## src/rtl/mc_controller_pkg.sv

```systemverilog
// mc_defs: shared encodings for the multi-cycle MIPS-subset controller.
// Latency: n/a (constants, types and one helper only).
// Backpressure: n/a.
package mc_defs;

   // FSM state encodings (also exported on the debug state port)
   typedef enum logic [2:0] {
      ST_FETCH  = 3'd0,
      ST_DECODE = 3'd1,
      ST_EXEC   = 3'd2,
      ST_MEM_RD = 3'd3,
      ST_MEM_WR = 3'd4,
      ST_WB     = 3'd5,
      ST_BRANCH = 3'd6,
      ST_JUMP   = 3'd7
   } state_t;

   // opcode field IR[31:26]
   localparam logic [5:0] OP_RTYPE = 6'b000000;
   localparam logic [5:0] OP_ORI   = 6'b001101;
   localparam logic [5:0] OP_LUI   = 6'b001111;
   localparam logic [5:0] OP_LW    = 6'b100011;
   localparam logic [5:0] OP_SW    = 6'b101011;
   localparam logic [5:0] OP_BEQ   = 6'b000100;
   localparam logic [5:0] OP_J     = 6'b000010;
   localparam logic [5:0] OP_JAL   = 6'b000011;

   // func field IR[5:0] for R-type
   localparam logic [5:0] FN_ADDU  = 6'b100001;
   localparam logic [5:0] FN_SUBU  = 6'b100011;
   localparam logic [5:0] FN_JR    = 6'b001000;

   // next-PC select
   localparam logic [1:0] PC_SEQ    = 2'b00;  // PC+4
   localparam logic [1:0] PC_BRANCH = 2'b01;  // PC+(sext(imm)<<2)
   localparam logic [1:0] PC_JUMP   = 2'b10;  // {PC[31:28],idx,00}
   localparam logic [1:0] PC_GPR    = 2'b11;  // GPR[rs]

   // register destination select
   localparam logic [1:0] RD_RT = 2'b00;
   localparam logic [1:0] RD_RD = 2'b01;
   localparam logic [1:0] RD_RA = 2'b10;      // $31

   // write-data select
   localparam logic [1:0] WD_ALU = 2'b00;
   localparam logic [1:0] WD_MDR = 2'b01;
   localparam logic [1:0] WD_PC  = 2'b10;

   // immediate extension
   localparam logic [1:0] EXT_ZERO = 2'b00;
   localparam logic [1:0] EXT_SIGN = 2'b01;
   localparam logic [1:0] EXT_HI   = 2'b10;

   // ALU operation
   localparam logic [3:0] ALU_ADD = 4'b0000;
   localparam logic [3:0] ALU_SUB = 4'b0001;
   localparam logic [3:0] ALU_OR  = 4'b0010;

   // instruction classes; R-type add/sub kept apart so EXEC can pick alu_ctr
   typedef enum logic [3:0] {
      CL_ILLEGAL = 4'd0,
      CL_ADDU    = 4'd1,
      CL_SUBU    = 4'd2,
      CL_JR      = 4'd3,
      CL_ORI     = 4'd4,
      CL_LUI     = 4'd5,
      CL_LW      = 4'd6,
      CL_SW      = 4'd7,
      CL_BEQ     = 4'd8,
      CL_J       = 4'd9,
      CL_JAL     = 4'd10
   } iclass_t;

   // classes that go through the ALU in EXEC
   function automatic logic uses_exec(input iclass_t c);
      return (c == CL_ADDU) || (c == CL_SUBU) || (c == CL_ORI) ||
             (c == CL_LUI)  || (c == CL_LW)   || (c == CL_SW);
   endfunction

endpackage

```

## src/rtl/mc_controller_if.sv

```systemverilog
// Controller <-> IR/datapath signal bundle.
// Latency: n/a (wires only).
// Backpressure: memory stalls arrive as mem_ready=0.
// master: the controller (consumes opcode/func/zero/mem_ready, drives controls).
// slave : the IR/datapath/memory side.
interface mc_controller_if #(
   parameter int CNT_W = 32
);
   logic [5:0]       opcode;
   logic [5:0]       func;
   logic             zero;
   logic             mem_ready;
   logic             pc_write;
   logic [1:0]       pc_sel;
   logic             ir_write;
   logic             mem_read;
   logic             mem_write;
   logic             reg_write;
   logic [1:0]       reg_dst;
   logic [1:0]       wd_sel;
   logic             alu_src;
   logic [1:0]       ext_op;
   logic [3:0]       alu_ctr;
   logic             retire;
   logic [CNT_W-1:0] retired_count;
   logic [2:0]       state;

   modport master (
      input  opcode, func, zero, mem_ready,
      output pc_write, pc_sel, ir_write, mem_read, mem_write, reg_write,
             reg_dst, wd_sel, alu_src, ext_op, alu_ctr, retire,
             retired_count, state
   );

   modport slave (
      output opcode, func, zero, mem_ready,
      input  pc_write, pc_sel, ir_write, mem_read, mem_write, reg_write,
             reg_dst, wd_sel, alu_src, ext_op, alu_ctr, retire,
             retired_count, state
   );
endinterface

```

## src/rtl/mc_controller_decode.sv

```systemverilog
// mc_decode: opcode/func -> instruction class.
// Latency: combinational, 0 cycles.
// Backpressure: none.
// Ports: i_opcode IR[31:26], i_func IR[5:0], o_class decoded class
//        (anything not recognised, including nop, is CL_ILLEGAL).
module mc_decode
   import mc_defs::*;
(
   input  logic [5:0] i_opcode,
   input  logic [5:0] i_func,
   output iclass_t    o_class
);

   always_comb begin
      o_class = CL_ILLEGAL;
      case (i_opcode)
         OP_RTYPE: begin
            case (i_func)
               FN_ADDU: o_class = CL_ADDU;
               FN_SUBU: o_class = CL_SUBU;
               FN_JR:   o_class = CL_JR;
               default: o_class = CL_ILLEGAL;
            endcase
         end
         OP_ORI:  o_class = CL_ORI;
         OP_LUI:  o_class = CL_LUI;
         OP_LW:   o_class = CL_LW;
         OP_SW:   o_class = CL_SW;
         OP_BEQ:  o_class = CL_BEQ;
         OP_J:    o_class = CL_J;
         OP_JAL:  o_class = CL_JAL;
         default: o_class = CL_ILLEGAL;
      endcase
   end

endmodule

```

## src/rtl/mc_controller.sv

```systemverilog
// mc_controller: multi-cycle FSM sequencing one instruction over a shared
//   ALU/memory datapath; drives all enables/selects, counts retirements.
// Latency: CPI 2..5 with mem_ready=1; outputs combinational from state.
// Backpressure: FETCH/MEM_RD/MEM_WR hold while mem_ready=0.
// Ports: clk, reset (async, active high); bus (master modport) carries
//   opcode/func/zero/mem_ready in, datapath controls, retire,
//   retired_count and debug state out.
module mc_controller
   import mc_defs::*;
#(
   parameter int CNT_W = 32
)(
   input  logic             clk,
   input  logic             reset,
   mc_controller_if.master  bus
);

   state_t           r_state;
   iclass_t          r_class;
   logic [CNT_W-1:0] r_count;

   iclass_t          w_dec_class;
   state_t           w_next;
   logic             w_pc_write;
   logic [1:0]       w_pc_sel;
   logic             w_ir_write;
   logic             w_mem_read;
   logic             w_mem_write;
   logic             w_reg_write;
   logic [1:0]       w_reg_dst;
   logic [1:0]       w_wd_sel;
   logic             w_alu_src;
   logic [1:0]       w_ext_op;
   logic [3:0]       w_alu_ctr;
   logic             w_retire;

   mc_decode u_decode (
      .i_opcode (bus.opcode),
      .i_func   (bus.func),
      .o_class  (w_dec_class)
   );

   // In DECODE the class comes straight from the IR; every later state uses
   // the copy captured on the DECODE exit edge, so IR churn is harmless.
   always_comb begin
      w_next      = r_state;
      w_pc_write  = 1'b0;
      w_pc_sel    = PC_SEQ;
      w_ir_write  = 1'b0;
      w_mem_read  = 1'b0;
      w_mem_write = 1'b0;
      w_reg_write = 1'b0;
      w_reg_dst   = RD_RT;
      w_wd_sel    = WD_ALU;
      w_alu_src   = 1'b0;
      w_ext_op    = EXT_ZERO;
      w_alu_ctr   = ALU_ADD;
      w_retire    = 1'b0;

      case (r_state)
         ST_FETCH: begin
            w_mem_read = 1'b1;
            if (bus.mem_ready) begin
               w_ir_write = 1'b1;
               w_pc_write = 1'b1;
               w_pc_sel   = PC_SEQ;
               w_next     = ST_DECODE;
            end
         end

         ST_DECODE: begin
            if (uses_exec(w_dec_class)) begin
               w_next = ST_EXEC;
            end else if (w_dec_class == CL_BEQ) begin
               w_next = ST_BRANCH;
            end else if ((w_dec_class == CL_J) || (w_dec_class == CL_JAL) ||
                         (w_dec_class == CL_JR)) begin
               w_next = ST_JUMP;
            end else begin
               // illegal encodings retire here with no architectural effect
               w_next   = ST_FETCH;
               w_retire = 1'b1;
            end
         end

         ST_EXEC: begin
            case (r_class)
               CL_ADDU: w_alu_ctr = ALU_ADD;
               CL_SUBU: w_alu_ctr = ALU_SUB;
               CL_ORI: begin
                  w_alu_src = 1'b1;
                  w_ext_op  = EXT_ZERO;
                  w_alu_ctr = ALU_OR;
               end
               CL_LUI: begin
                  // rs is $0, so OR with imm<<16 yields the upper immediate
                  w_alu_src = 1'b1;
                  w_ext_op  = EXT_HI;
                  w_alu_ctr = ALU_OR;
               end
               CL_LW, CL_SW: begin
                  w_alu_src = 1'b1;
                  w_ext_op  = EXT_SIGN;
                  w_alu_ctr = ALU_ADD;
               end
               default: ;
            endcase
            if (r_class == CL_LW)
               w_next = ST_MEM_RD;
            else if (r_class == CL_SW)
               w_next = ST_MEM_WR;
            else
               w_next = ST_WB;
         end

         ST_MEM_RD: begin
            w_mem_read = 1'b1;
            if (bus.mem_ready)
               w_next = ST_WB;
         end

         ST_MEM_WR: begin
            w_mem_write = 1'b1;
            if (bus.mem_ready) begin
               w_next   = ST_FETCH;
               w_retire = 1'b1;
            end
         end

         ST_WB: begin
            w_reg_write = 1'b1;
            w_retire    = 1'b1;
            w_next      = ST_FETCH;
            case (r_class)
               CL_ADDU, CL_SUBU: w_reg_dst = RD_RD;
               CL_LW:            w_wd_sel  = WD_MDR;
               default: ;
            endcase
         end

         ST_BRANCH: begin
            w_alu_src  = 1'b0;
            w_alu_ctr  = ALU_SUB;
            w_ext_op   = EXT_SIGN;
            w_pc_sel   = PC_BRANCH;
            w_pc_write = bus.zero;
            w_retire   = 1'b1;
            w_next     = ST_FETCH;
         end

         ST_JUMP: begin
            w_pc_write = 1'b1;
            w_retire   = 1'b1;
            w_next     = ST_FETCH;
            case (r_class)
               CL_JR:  w_pc_sel = PC_GPR;
               CL_JAL: begin
                  w_pc_sel    = PC_JUMP;
                  w_reg_write = 1'b1;
                  w_reg_dst   = RD_RA;
                  w_wd_sel    = WD_PC;
               end
               default: w_pc_sel = PC_JUMP;
            endcase
         end

         default: w_next = ST_FETCH;
      endcase

      // reset is asynchronous: quiet every control in the same cycle it rises
      if (reset) begin
         w_pc_write  = 1'b0;
         w_pc_sel    = PC_SEQ;
         w_ir_write  = 1'b0;
         w_mem_read  = 1'b0;
         w_mem_write = 1'b0;
         w_reg_write = 1'b0;
         w_reg_dst   = RD_RT;
         w_wd_sel    = WD_ALU;
         w_alu_src   = 1'b0;
         w_ext_op    = EXT_ZERO;
         w_alu_ctr   = ALU_ADD;
         w_retire    = 1'b0;
      end
   end

   always_ff @(posedge clk or posedge reset) begin
      if (reset) begin
         r_state <= ST_FETCH;
         r_class <= CL_ILLEGAL;
         r_count <= '0;
      end else begin
         r_state <= w_next;
         if (r_state == ST_DECODE)
            r_class <= w_dec_class;
         if (w_retire)
            r_count <= r_count + {{(CNT_W-1){1'b0}}, 1'b1};
      end
   end

   assign bus.pc_write      = w_pc_write;
   assign bus.pc_sel        = w_pc_sel;
   assign bus.ir_write      = w_ir_write;
   assign bus.mem_read      = w_mem_read;
   assign bus.mem_write     = w_mem_write;
   assign bus.reg_write     = w_reg_write;
   assign bus.reg_dst       = w_reg_dst;
   assign bus.wd_sel        = w_wd_sel;
   assign bus.alu_src       = w_alu_src;
   assign bus.ext_op        = w_ext_op;
   assign bus.alu_ctr       = w_alu_ctr;
   assign bus.retire        = w_retire;
   assign bus.retired_count = r_count;
   assign bus.state         = r_state;

endmodule

```

## src/flat_wrapper.sv

```systemverilog
// flat-port wrapper written by rule: the top's interface ports become plain ports
module mc_controller_flat import mc_defs::*;
#(
   parameter int CNT_W = 32
)
  (clk, reset, bus_opcode, bus_func, bus_zero, bus_mem_ready, bus_pc_write, bus_pc_sel, bus_ir_write, bus_mem_read, bus_mem_write, bus_reg_write, bus_reg_dst, bus_wd_sel, bus_alu_src, bus_ext_op, bus_alu_ctr, bus_retire, bus_retired_count, bus_state);
  mc_controller_if #(.CNT_W(CNT_W)) bus_i ();
  input  logic clk;
  input  logic reset;
  input wire logic [$bits(bus_i.opcode)-1:0] bus_opcode;
  input wire logic [$bits(bus_i.func)-1:0] bus_func;
  input wire logic [$bits(bus_i.zero)-1:0] bus_zero;
  input wire logic [$bits(bus_i.mem_ready)-1:0] bus_mem_ready;
  output wire logic [$bits(bus_i.pc_write)-1:0] bus_pc_write;
  output wire logic [$bits(bus_i.pc_sel)-1:0] bus_pc_sel;
  output wire logic [$bits(bus_i.ir_write)-1:0] bus_ir_write;
  output wire logic [$bits(bus_i.mem_read)-1:0] bus_mem_read;
  output wire logic [$bits(bus_i.mem_write)-1:0] bus_mem_write;
  output wire logic [$bits(bus_i.reg_write)-1:0] bus_reg_write;
  output wire logic [$bits(bus_i.reg_dst)-1:0] bus_reg_dst;
  output wire logic [$bits(bus_i.wd_sel)-1:0] bus_wd_sel;
  output wire logic [$bits(bus_i.alu_src)-1:0] bus_alu_src;
  output wire logic [$bits(bus_i.ext_op)-1:0] bus_ext_op;
  output wire logic [$bits(bus_i.alu_ctr)-1:0] bus_alu_ctr;
  output wire logic [$bits(bus_i.retire)-1:0] bus_retire;
  output wire logic [$bits(bus_i.retired_count)-1:0] bus_retired_count;
  output wire logic [$bits(bus_i.state)-1:0] bus_state;
  assign bus_i.opcode = bus_opcode;
  assign bus_i.func = bus_func;
  assign bus_i.zero = bus_zero;
  assign bus_i.mem_ready = bus_mem_ready;
  assign bus_pc_write = bus_i.pc_write;
  assign bus_pc_sel = bus_i.pc_sel;
  assign bus_ir_write = bus_i.ir_write;
  assign bus_mem_read = bus_i.mem_read;
  assign bus_mem_write = bus_i.mem_write;
  assign bus_reg_write = bus_i.reg_write;
  assign bus_reg_dst = bus_i.reg_dst;
  assign bus_wd_sel = bus_i.wd_sel;
  assign bus_alu_src = bus_i.alu_src;
  assign bus_ext_op = bus_i.ext_op;
  assign bus_alu_ctr = bus_i.alu_ctr;
  assign bus_retire = bus_i.retire;
  assign bus_retired_count = bus_i.retired_count;
  assign bus_state = bus_i.state;
  mc_controller #(.CNT_W(CNT_W)) u_core (.clk(clk), .reset(reset), .bus(bus_i));
endmodule
```

## config.mk

```make
export PLATFORM = sky130hd
export DESIGN_NAME = mc_controller_flat
export DESIGN_NICKNAME = d
export VERILOG_FILES = /design/src/rtl/mc_controller_pkg.sv /design/src/rtl/mc_controller_if.sv /design/src/rtl/mc_controller_decode.sv /design/src/rtl/mc_controller.sv /design/src/flat_wrapper.sv
export SDC_FILE = /design/constraint.sdc
export NUM_CORES = 1
export LEC_CHECK = 0
export BUFFER_PORTS_ARGS = -buffer_cell sky130_fd_sc_hd__buf_4
export CAP_MARGIN = 0
export CORE_ASPECT_RATIO = 2
export CORE_UTILIZATION = 50
export CTS_BUF_LIST = sky130_fd_sc_hd__clkbuf_4 sky130_fd_sc_hd__clkbuf_8 sky130_fd_sc_hd__clkbuf_16
export DETAILED_ROUTE_END_ITERATION = 7
export PLACE_DENSITY = 0.79
export SLEW_MARGIN = 10
export SYNTH_ARGS = -nofsm -noshare
export SYNTH_HDL_FRONTEND = slang
export SYNTH_SLANG_ARGS = --single-unit
```

## constraint.sdc

```tcl
create_clock -name clk -period 2.63 [get_ports clk]
set_input_delay 0.263 -clock clk [delete_from_list [all_inputs] [get_ports clk]]
set_output_delay 0.263 -clock clk [all_outputs]
set_load 0.01 [all_outputs]
```

Word level (Yosys, flattened, before mapping)
Cells that the tools add are included.
{"block": "op_classes", "add_sub_neg": 1, "eq_ne": 38, "n_mux": 47, "reduce_logical": 16}
{"operator": "32-bit by 1-bit adder with 32-bit output, second input constant", "n": 1}
{"operator": "4-bit by 3-bit == test with 1-bit output, second input constant", "n": 8}
{"operator": "4-bit one-hot mux with 8 select lines", "n": 1}
{"operator": "6-bit == test, second input constant", "n": 4}
{"operator": "2-bit one-hot mux with 2 select lines", "n": 6}
{"operator": "1-bit two-way mux", "n": 21}
{"operator": "3-bit two-way mux", "n": 7}
{"operator": "6-bit by 4-bit == test with 1-bit output, second input constant", "n": 3}
{"operator": "3-bit one-hot mux with 6 select lines", "n": 1}
{"operator": "4-bit by 2-bit == test with 1-bit output, second input constant", "n": 4}
{"operator": "4-bit == test, second input constant", "n": 4}
{"operator": "3-bit == test, second input constant", "n": 4}
{"operator": "6-bit by 2-bit == test with 1-bit output, second input constant", "n": 2}
{"operator": "2-bit two-way mux", "n": 5}
{"operator": "4-bit by 1-bit == test with 1-bit output, second input constant", "n": 2}
{"operator": "4-bit one-hot mux with 2 select lines", "n": 1}
{"operator": "2-bit OR reduction", "n": 4}
{"operator": "1-bit logical OR", "n": 7}
{"operator": "3-bit by 2-bit == test with 1-bit output, second input constant", "n": 2}
{"operator": "6-bit by 3-bit == test with 1-bit output, second input constant", "n": 1}
{"operator": "6-bit logical NOT", "n": 1}
{"operator": "2-bit != test, second input constant", "n": 3}
{"operator": "1-bit one-hot mux with 3 select lines", "n": 2}
{"operator": "2-bit one-hot mux with 3 select lines", "n": 1}
{"operator": "other kinds (7)", "n": 7}
{"block": "word_totals", "regBits": 39, "out_inout_bits": 54, "wordCells": 105}

Longest topological paths before layout
Gate-level depths: netlist of the first run.
{"block": "depth", "word_depth": 12, "ltp_mapped": 9, "ltp_nobuf": 6}

Cells and area by module
From an unflattened synthesis of the first run, not the netlist that was laid out.
{"block": "hier_totals", "hier_cells": 230, "hier_area_um2": 2219.6}
{"mod": "mc_controller", "n_inst": 1, "cells_per_inst": 205, "area_each_um2": 2052.0}
{"mod": "mc_decode", "n_inst": 1, "cells_per_inst": 25, "area_each_um2": 167.7}

Worst setup path after synthesis of the first run
OpenSTA, ideal clock, no wires.
{"block": "synth_path", "path_type": "input port to flip-flop", "startpoint": "input port reset", "endpoint": "register u_core.r_count[18] (netlist: u_core.bus.retired_count[18])", "setup_time_ps": 79, "t_arrival_ps": 2412, "slack_ps": 139, "stages": 8, "path_cell_list": "clkbuf_1 > inv_1 > nand2_1 > nor2_1 > a31oi_4 > buf_6 > nor4b_2 > xor2_1"}
{"block": "synth_via", "elab_chain_len": 1}
{"item": "from (decl)", "line_no": "flat_wrapper.sv:9", "source": "input logic reset;"}
{"item": "1-bit two-way mux", "line_no": "mc_controller.sv:171", "source": "if (reset) begin"}
{"item": "to (signal assigned)", "line_no": "mc_controller.sv:197", "source": "r_count <= r_count + {{(CNT_W-1){1'b0}}, 1'b1};"}
{"item": "to (decl)", "line_no": "mc_controller.sv:20", "source": "logic [CNT_W-1:0] r_count;"}
No other way between the ends.
A chain may end at the register's enable or synchronous reset.

Final worst setup path of the first run
{"block": "layout_path", "startpoint": "register u_core.r_state[0] (netlist: u_core.bus.state[0])", "endpoint": "output port bus_retire"}
{"block": "layout_via", "elab_chain_len": 4, "elab_cells_between_ends": 8}
{"item": "from (decl)", "line_no": "mc_controller.sv:18", "source": "state_t r_state;"}
{"item": "from (signal assigned)", "line_no": "mc_controller.sv:193", "source": "r_state <= w_next;"}
{"item": "3-bit == test", "line_no": "mc_controller.sv:60", "source": "case (r_state)"}
{"item": "3-bit OR reduction (no source line)"}
{"item": "1-bit one-hot mux with 3 select lines (*)", "line_no": "mc_controller.sv:60"}
{"item": "1-bit two-way mux (*)", "line_no": "mc_controller.sv:171"}
{"item": "to (decl)", "line_no": "flat_wrapper.sv:25", "source": "output wire logic [$bits(bus_i.retire)-1:0] bus_retire;"}
Every way passes the cells marked *; elsewhere a longest branch is shown, timed or not.

==> results of run 1 <==
per-layer routing:
| layer | wire, um | vias up | track usage (%) |
|---|---|---|---|
| met3 | 181 | 19 | 3.03 |
| met4 | 235 | 0 | 14.7 |
| met1 | 2050 | 1034 | 23.0 |
| met5 | 0 | - | 0 |
| li1 | - | 1018 | - |
| met2 | 3450 | 75 | 48.5 |
cell families (layout without fill, tap and decap cells):
kind of cell | count (synthesis) | after routing | synth area share (%)
buf+inv | 22 | 89 | 4.97
other cells | 1 | 2 | 0.157
xor+xnor | 32 | 32 | 11.7
compound gates | 29 | 29 | 8.26
mux | 2 | 2 | 0.941
flops | 39 | 39 | 40.8
simple gates | 127 | 127 | 32.7
fa+ha+maj | 1 | 1 | 0.523
cells in the final DEF (no fill, tap or decap), types with 8 or more instances in the layout:
cell                       netlist  routed
sky130_fd_sc_hd__buf_4           6      77
sky130_fd_sc_hd__nand3_1         8       8
sky130_fd_sc_hd__nand2_1        22      22
sky130_fd_sc_hd__nor2_1         16      16
sky130_fd_sc_hd__xor2_1         26      26
sky130_fd_sc_hd__dfrtp_1        39      39
sky130_fd_sc_hd__nor3_1         19      19
sky130_fd_sc_hd__nand2b_1        8       8
sky130_fd_sc_hd__o21ai_0        10      10
how the worst min path moves through the flow:
stage                                         endpoint                          from  depth (start not counted)
after floorplan                    u_core.bus.state[2]                 bus_mem_ready                          2
after global placement    u_core.bus.retired_count[31]  u_core.bus.retired_count[31]                          1
after detailed placement  u_core.bus.retired_count[31]  u_core.bus.retired_count[31]                          1
after CTS                          u_core.bus.state[0]                         reset                          3
after global routing      u_core.bus.retired_count[12]                         reset                          3
final                              u_core.bus.state[0]                         reset                          3
sequential cells by signal (all words and copies together), names as in the netlist:
name and flops:
u_core.r_class 4, u_core.bus.retired_count 32, u_core.bus.state 3
tightest hold or removal path, cell delays in order:
cell	delay [ps]
sky130_fd_sc_hd__buf_4	150
sky130_fd_sc_hd__inv_1	70
sky130_fd_sc_hd__buf_4	430
power by group through the flow:
stage          Clock [uW]  Combinational [uW]  Sequential [uW]
2_1_floorplan           0                 380              816
3_3_place_gp            0                 659              803
3_5_place_dp            0                 667              807
4_1_cts               529                 670              795
5_1_grt               546                 730              807
6_report              521                 668              795
metrics by stage:
| step | total power [uW] | std cells |
|---|---|---|
| after floorplan | 1200 | 254 |
| after global placement | 1460 | 368 |
| after detailed placement | 1470 | 368 |
| after CTS | 1990 | 376 |
| after global routing | 2080 | 376 |
| final | 1980 | 376 |
area by class of cell:
class | instances | area [um^2] | share of cell area [%]
repair buffers | 77 | 578 | 18.9
well taps | 55 | 68.8 | 2.25
inverters | 4 | 15.0 | 0.491
multi-input cells | 193 | 1300 | 42.6
clock buffers | 6 | 82.6 | 2.70
clock inverters | 2 | 35.0 | 1.15
flip-flops and latches | 39 | 976 | 31.9
==> results.md, run 1 <==
| Result | Reported |
| --- | --- |
| Status | completed |
| Initial Utilization | 52.1% |
| Cell type with the largest total area after synthesis | sky130_fd_sc_hd__dfrtp_1 |
| Number of fillers in the final layout | 382 |
| Worst Hold Margin | 175 ps |
| Worst Path Arrival | 1980 ps |
| Crit. End Element | output port |
| Startpoint type of the worst setup path | register |
| Number of antenna violations at the first check in global routing | 0 |
| Number of stages on the worst setup path | 6 |
| Fraction of final layout cells sized beyond drive strength 1 | 32.1% |
| DR DRC count | 0 |
| Clock power share | 26.3% |
| P_leak | 0.00141 uW |
| Hold buffer count at cts | 0 |
| Startpoint of the worst setup timing path | u_core.bus.state[0] |
| Max Clock Skew | 7.13 ps |
| CP most frequent cell | sky130_fd_sc_hd__buf_4 |
| Worst reg2reg endpoint | u_core.bus.retired_count[1] |
| Fraction of the cycle the final worst path needs | 85.3% |
| Final worst setup slack | 387 ps |
| Prevailing post-synth register cell | sky130_fd_sc_hd__dfrtp_1 |
| Largest net degree at the start of global routing | 40 |
| Maximum net fanout on the critical path | 10 |
| Vias after detailed routing | 2146 |
| Number of synthesized register bits | 39 |
| Setup Crit Path Kind | register to output port |
| Total setup violations reported at the end of the flow | 0 |
| Boundary Pins | 70 |
| Inserted Clock Buffers | 5 |
| Type of the most critical hold path | primary input to asynchronous set/reset pin |
| Fraction of synthesis flops using an asynchronous set or reset pin | 100% |
| Port Buffer Count | 67 |
| Aggregate routed wire length | 5910 um |
| Commonest cells post-synth | sky130_fd_sc_hd__dfrtp_1, sky130_fd_sc_hd__xor2_1, sky130_fd_sc_hd__nand2_1 |
| RSZ-0062 raised after global routing | false |
| Vias per inst | 5.71 |
| Vert. Die Dim | 99.8 um |
| Net count of the finished layout | 337 |
| Vias in the first global route | 2152 |
| Clock tree buffer depth | 2 |
| N_diodes | 0 |
| Number of DRC markers in iteration 0 | 31 |
| Floorplan die width | 50.9 um |
| Final critical delay including setup and external delays | 2240 ps |
| Top cell family by delay on the critical path | simple AND/OR/NAND/NOR gates |
| Detail-routed net length per standard cell | 15.7 um |
| Proportion of power drawn by combinational gates | 33.7% |
| Total routing resource utilization after global routing | 24.9% |
| Number of warnings reported in the yosys synthesis log | 0 |
| Max Clock Freq | 0.446 GHz |
| Global-route wire length before repair | 9610 um |
| Max Cap Violations | 0 |
| Post-DP Area | 2940 um^2 |
| Area of all placed cells without fillers | 3060 um^2 |
| Clock tree root buffer cell | sky130_fd_sc_hd__clkbuf_8 |
| Peak ir drop on the vdd network | 0.393 mV |
| Total power per unit cell area | 649 nW/um^2 |
| Number of levels the H-tree was split into | 2 |
| Cell internal pwr | 1310 uW |
| Cell with the most instances after synthesis | sky130_fd_sc_hd__dfrtp_1 |
| Num rows | 35 |
| Flop pwr share | 40.1% |
| Final HPWL DP | 4630 um |
| Syn Area/Cell | 9.46 um^2 |
| Clock latency of the later-clocked register in the worst-skew pair | 290 ps |
| Gate Count Post-Synth | 253 |
| Quantity of gates resized following cts | 0 |
| Switching Share | 34.2% |
| Layout area overhead | 27.8% |
| Top-area cell type share of the netlist area | 40.8% |
| Final Util | 66.5% |
| Post-synth EDFFs | 0 |
| Final slew viol count | 0 |
| CP endpoint | bus_retire |
| Slack of the worst reg-to-reg path | 450 ps |
| Largest stage delay, worst path | 450 ps |
| Core region area | 4600 um^2 |
| NetSw | 678 uW |
| Critical register-to-register path startpoint | u_core.bus.state[0] |
| Leading post-synthesis cells by cell area | sky130_fd_sc_hd__dfrtp_1, sky130_fd_sc_hd__xor2_1, sky130_fd_sc_hd__nor3_1 |
| Die outline area | 5080 um^2 |
| Number of clock sinks | 39 |
| Final Hold Vio Count | 0 |
| Clock tree from TritonCTS | yes |
| Critical-path top delay cell | sky130_fd_sc_hd__dfrtp_1 |
| Clock edge transition at the registers on the reported setup and hold paths | 80 ps |
| Count of buffering cells on the critical path with inverters included | 3 |
| Critical path, cell by cell | buf_4 > nor3_1 > nor2_1 > a31oi_4 > inv_1 > buf_4 |
| Detail Route Antenna Nets | 0 |
| Required @ worst endpoint | 2370 ps |
| FF-to-FF path depth | 6 |
| Count of distinct cell types in the synthesized netlist | 51 |
| Number of buffers added for setup after CTS | 0 |
| Setup total negative slack | 0 ps |
| Residual overflow from global routing | 0 |
| Combined area of all synthesized cells | 2390 um^2 |
| Post-Place Setup Slack | 318 ps |
| First-pass iteration count of the detailed router | 5 |
| Part of the Yosys area used for sequential elements | 40.8% |
| Final GP Congestion | 0.917 |
Power figures use the tool's default switching activity.
==> run 2, diff against run 1 <==
--- a/config.mk
+++ b/config.mk
@@ -5,13 +5,14 @@
 export SDC_FILE = /design/constraint.sdc
 export NUM_CORES = 1
 export LEC_CHECK = 0
+export ABC_AREA = 1
 export BUFFER_PORTS_ARGS = -buffer_cell sky130_fd_sc_hd__buf_4
 export CAP_MARGIN = 0
 export CORE_ASPECT_RATIO = 2
 export CORE_UTILIZATION = 50
 export CTS_BUF_LIST = sky130_fd_sc_hd__clkbuf_4 sky130_fd_sc_hd__clkbuf_8 sky130_fd_sc_hd__clkbuf_16
 export DETAILED_ROUTE_END_ITERATION = 7
-export PLACE_DENSITY = 0.79
+export PLACE_DENSITY = 0.76
 export SLEW_MARGIN = 10
 export SYNTH_ARGS = -nofsm -noshare
 export SYNTH_HDL_FRONTEND = slang
==> results.md, run 2 <==
| Result | Reported | Delta |
| --- | --- | --- |
| Status | completed |  |
| Hold Path Origin | bus_mem_ready |  |
| Part of the Yosys area used for sequential elements | 33.4% | -7.4 points |
| Most common library cell in the layout ignoring fill and taps | sky130_fd_sc_hd__nand2_1 |  |
| Critical register-to-register path startpoint | u_core.bus.retired_count[1] |  |
| Global-route wire length before repair | 14300 um | +49% |
| Instance count along the most critical hold path | 2 |  |
| Required @ worst endpoint | 2810 ps | +440 ps |
| Combined area of all synthesized cells | 2920 um^2 | +22% |
| N_diodes | 0 | unchanged |
| Final critical delay including setup and external delays | 2240 ps | -2.54 ps |
| Cell with the most instances after synthesis | sky130_fd_sc_hd__nand2_1 |  |
| Port Buffer Count | 67 | unchanged |
| Inserted Clock Buffers | 5 | unchanged |
| Peak ir drop on the vdd network | 0.547 mV | +39% |
| Core region area | 5660 um^2 | +23% |
| Commonest cells post-synth | sky130_fd_sc_hd__nand2_1, sky130_fd_sc_hd__nor2_1, sky130_fd_sc_hd__nand3_1 |  |
| Vias after detailed routing | 3149 | +47% |
| Count of distinct cell types in the synthesized netlist | 32 | -37% |
| Clock tree from TritonCTS | yes |  |
| Total power | 2190 uW | +10% |
| Critical path, cell by cell | ha_1 > nand3_1 > nor2_1 > nand4_1 > nor4_1 > nand3_1 > nand2_1 > nand2_1 > nand2_1 > nand2_1 |  |
| Detail Route Antenna Nets | 0 | unchanged |
| Maximum net fanout on the critical path | 5 | -5 |
| Final Util | 64.4% | -2.1 points |
| Cell type with the largest total area after synthesis | sky130_fd_sc_hd__dfrtp_1 |  |
| DR DRC count | 0 | unchanged |
| Type of the most critical hold path | primary input to register |  |
| FF-to-FF path depth | 10 | +4 |
| Headroom to the max-slew limit | 64.5% |  |
| RSZ-0062 raised after global routing | false |  |
| Prevailing post-synth register cell | sky130_fd_sc_hd__dfrtp_1 |  |
| Fraction of the cycle the final worst path needs | 85.2% | -0.097 points |
| Vias in the first global route | 3049 | +42% |
| Residual overflow from global routing | 0 | unchanged |
| Most frequent cells in the layout | sky130_fd_sc_hd__nand2_1, sky130_fd_sc_hd__buf_4, sky130_fd_sc_hd__nor2_1 |  |
| Total power per unit cell area | 600 nW/um^2 | -7.6% |
| Final HPWL DP | 7180 um | +55% |
| Clock latency of the later-clocked register in the worst-skew pair | 290 ps | about the same |
| Startpoint of the worst setup timing path | u_core.bus.retired_count[1] |  |
| Syn Area/Cell | 6.54 um^2 | -31% |
| Leading post-synthesis cells by cell area | sky130_fd_sc_hd__dfrtp_1, sky130_fd_sc_hd__nand2_1, sky130_fd_sc_hd__nand3_1 |  |
| Clock edge transition at the registers on the reported setup and hold paths | 60 ps | -20 ps |
| Fraction of final layout cells sized beyond drive strength 1 | 17.1% | -15 points |
| Net count of the finished layout | 531 | +58% |
| CP most frequent cell | sky130_fd_sc_hd__nand2_1 |  |
| Number of levels the H-tree was split into | 2 | unchanged |
| Vias per inst | 5.47 | -4.2% |
| Setup Crit Path Kind | register to register |  |
| Max Clock Freq | 0.446 GHz | +0.11% |
| Number of DRC markers in iteration 0 | 138 | +350% |
| Max Cap Violations | 0 | unchanged |
| Initial Utilization | 51.7% | -0.40 points |
| Final Hold Vio Count | 0 | unchanged |
| Post-synth EDFFs | 0 | unchanged |
| Fraction of synthesis flops using an asynchronous set or reset pin | 100% | unchanged |
| P_leak | 0.00198 uW | +41% |
| Top-area cell type share of the netlist area | 33.4% | -7.4 points |
| Crit. End Element | register |  |
| Clock tree root buffer cell | sky130_fd_sc_hd__clkbuf_16 |  |
| Startpoint type of the worst setup path | register |  |
| Num rows | 39 | +11% |
| Hold buffer count at cts | 0 | unchanged |
| Total routing resource utilization after global routing | 30.3% | +5.5 points |
| Boundary Pins | 70 | unchanged |
| Layout area overhead | 24.7% |  |
| Worst Hold Margin | 191 ps | +16.0 ps |
| Number of synthesized register bits | 39 | unchanged |
| Quantity of gates resized following cts | 0 | unchanged |
| Number of antenna violations at the first check in global routing | 0 | unchanged |
| Gate Count Post-Synth | 447 | +77% |
| Largest stage delay, worst path | 420 ps | -30 ps |
| Largest register FFs | 32 | unchanged |
| Total setup violations reported at the end of the flow | 0 | unchanged |
| Largest net degree at the start of global routing | 42 | +5.0% |
| Final slew viol count | 0 | unchanged |
| Critical-path top delay cell | sky130_fd_sc_hd__dfrtp_1 |  |
| Floorplan die width | 56.1 um | +10% |
| Detail-routed net length per standard cell | 15.8 um | +0.66% |
| Slew at the pin closest to its max-slew limit | 533 ps |  |
| Die outline area | 6180 um^2 | +21% |
| Vert. Die Dim | 110 um | +10% |
| Final GP Congestion | 0.974 | +6.2% |
| First-pass iteration count of the detailed router | 4 | -1 |
| Max Clock Skew | 5.34 ps | -1.80 ps |
| Number of clock sinks | 39 | unchanged |
| Number of warnings reported in the yosys synthesis log | 0 | unchanged |
| Setup total negative slack | 0 ps | unchanged |
| Aggregate routed wire length | 9110 um | +54% |
| Number of buffers added for setup after CTS | 0 | unchanged |
| Clock tree buffer depth | 2 | unchanged |
| Worst Path Arrival | 2420 ps | +440 ps |
run 2: worst paths after layout:
check,slack [ps],end
setup / recovery,390,u_core.bus.retired_count[30]
hold / removal,190,u_core.bus.state[2]
hold reg to reg,570,u_core.r_class[3]
setup reg to reg,390,u_core.bus.retired_count[30]
max in group asynchronous,2070,u_core.bus.retired_count[14]
min in group asynchronous,200,u_core.bus.retired_count[3]
run 2: stage by stage:
stage / instances / setup slack (ps) / instance area, um^2
after floorplan: 448 / 361 / 2930
after global placement: 568 / 429 / 3450
after detailed placement: 568 / 415 / 3450
after CTS: 576 / 392 / 3650
after global routing: 576 / 37.4 / 3650
final: 576 / 389 / 3650
run 2: final cells by class:
class	instances	area, um^2
Inverter	52	195
Clock inverter	2	60.1
Multi-Input combinational cell	345	1670
Sequential cell	39	976
Timing Repair Buffer	71	533
Tap cell	61	76.3
Clock buffer	6	133
Fill cell	564	2010
run 2: layer usage:
metal  wire (um)  track usage (%)  vias up
li1            -                -     1552
met3         267             4.08       37
met4         639             23.9        0
met5           0                0        -
met1        2970             26.4     1461
met2        5230             60.0       99
run 2: critical path: cells and delay by family, from the launching register on:
kind | cells | cell delay, ps
adders and majority gates | 1 | 260
DFF | 1 | 420
and+or+nand+nor | 9 | 1450
run 2: cell families after synthesis:
family | Yosys count | synth area share, %
AOI/OAI and AO/OA | 19 | 3.94
xor gates and xnor gates | 29 | 8.69
adders and majority gates | 1 | 0.428
buffers and inverters | 64 | 9.50
DFF | 39 | 33.4
other | 1 | 0.128
and+or+nand+nor | 294 | 43.9
run 2: where the power goes:
part | internal [uW] | leakage [uW] | switching (uW) | total (uW)
clock | 554 | 0.0000945 | 244 | 798
combinational | 216 | 0.00135 | 418 | 634
sequential | 658 | 0.000537 | 96.7 | 755
total | 1430 | 0.00198 | 758 | 2190
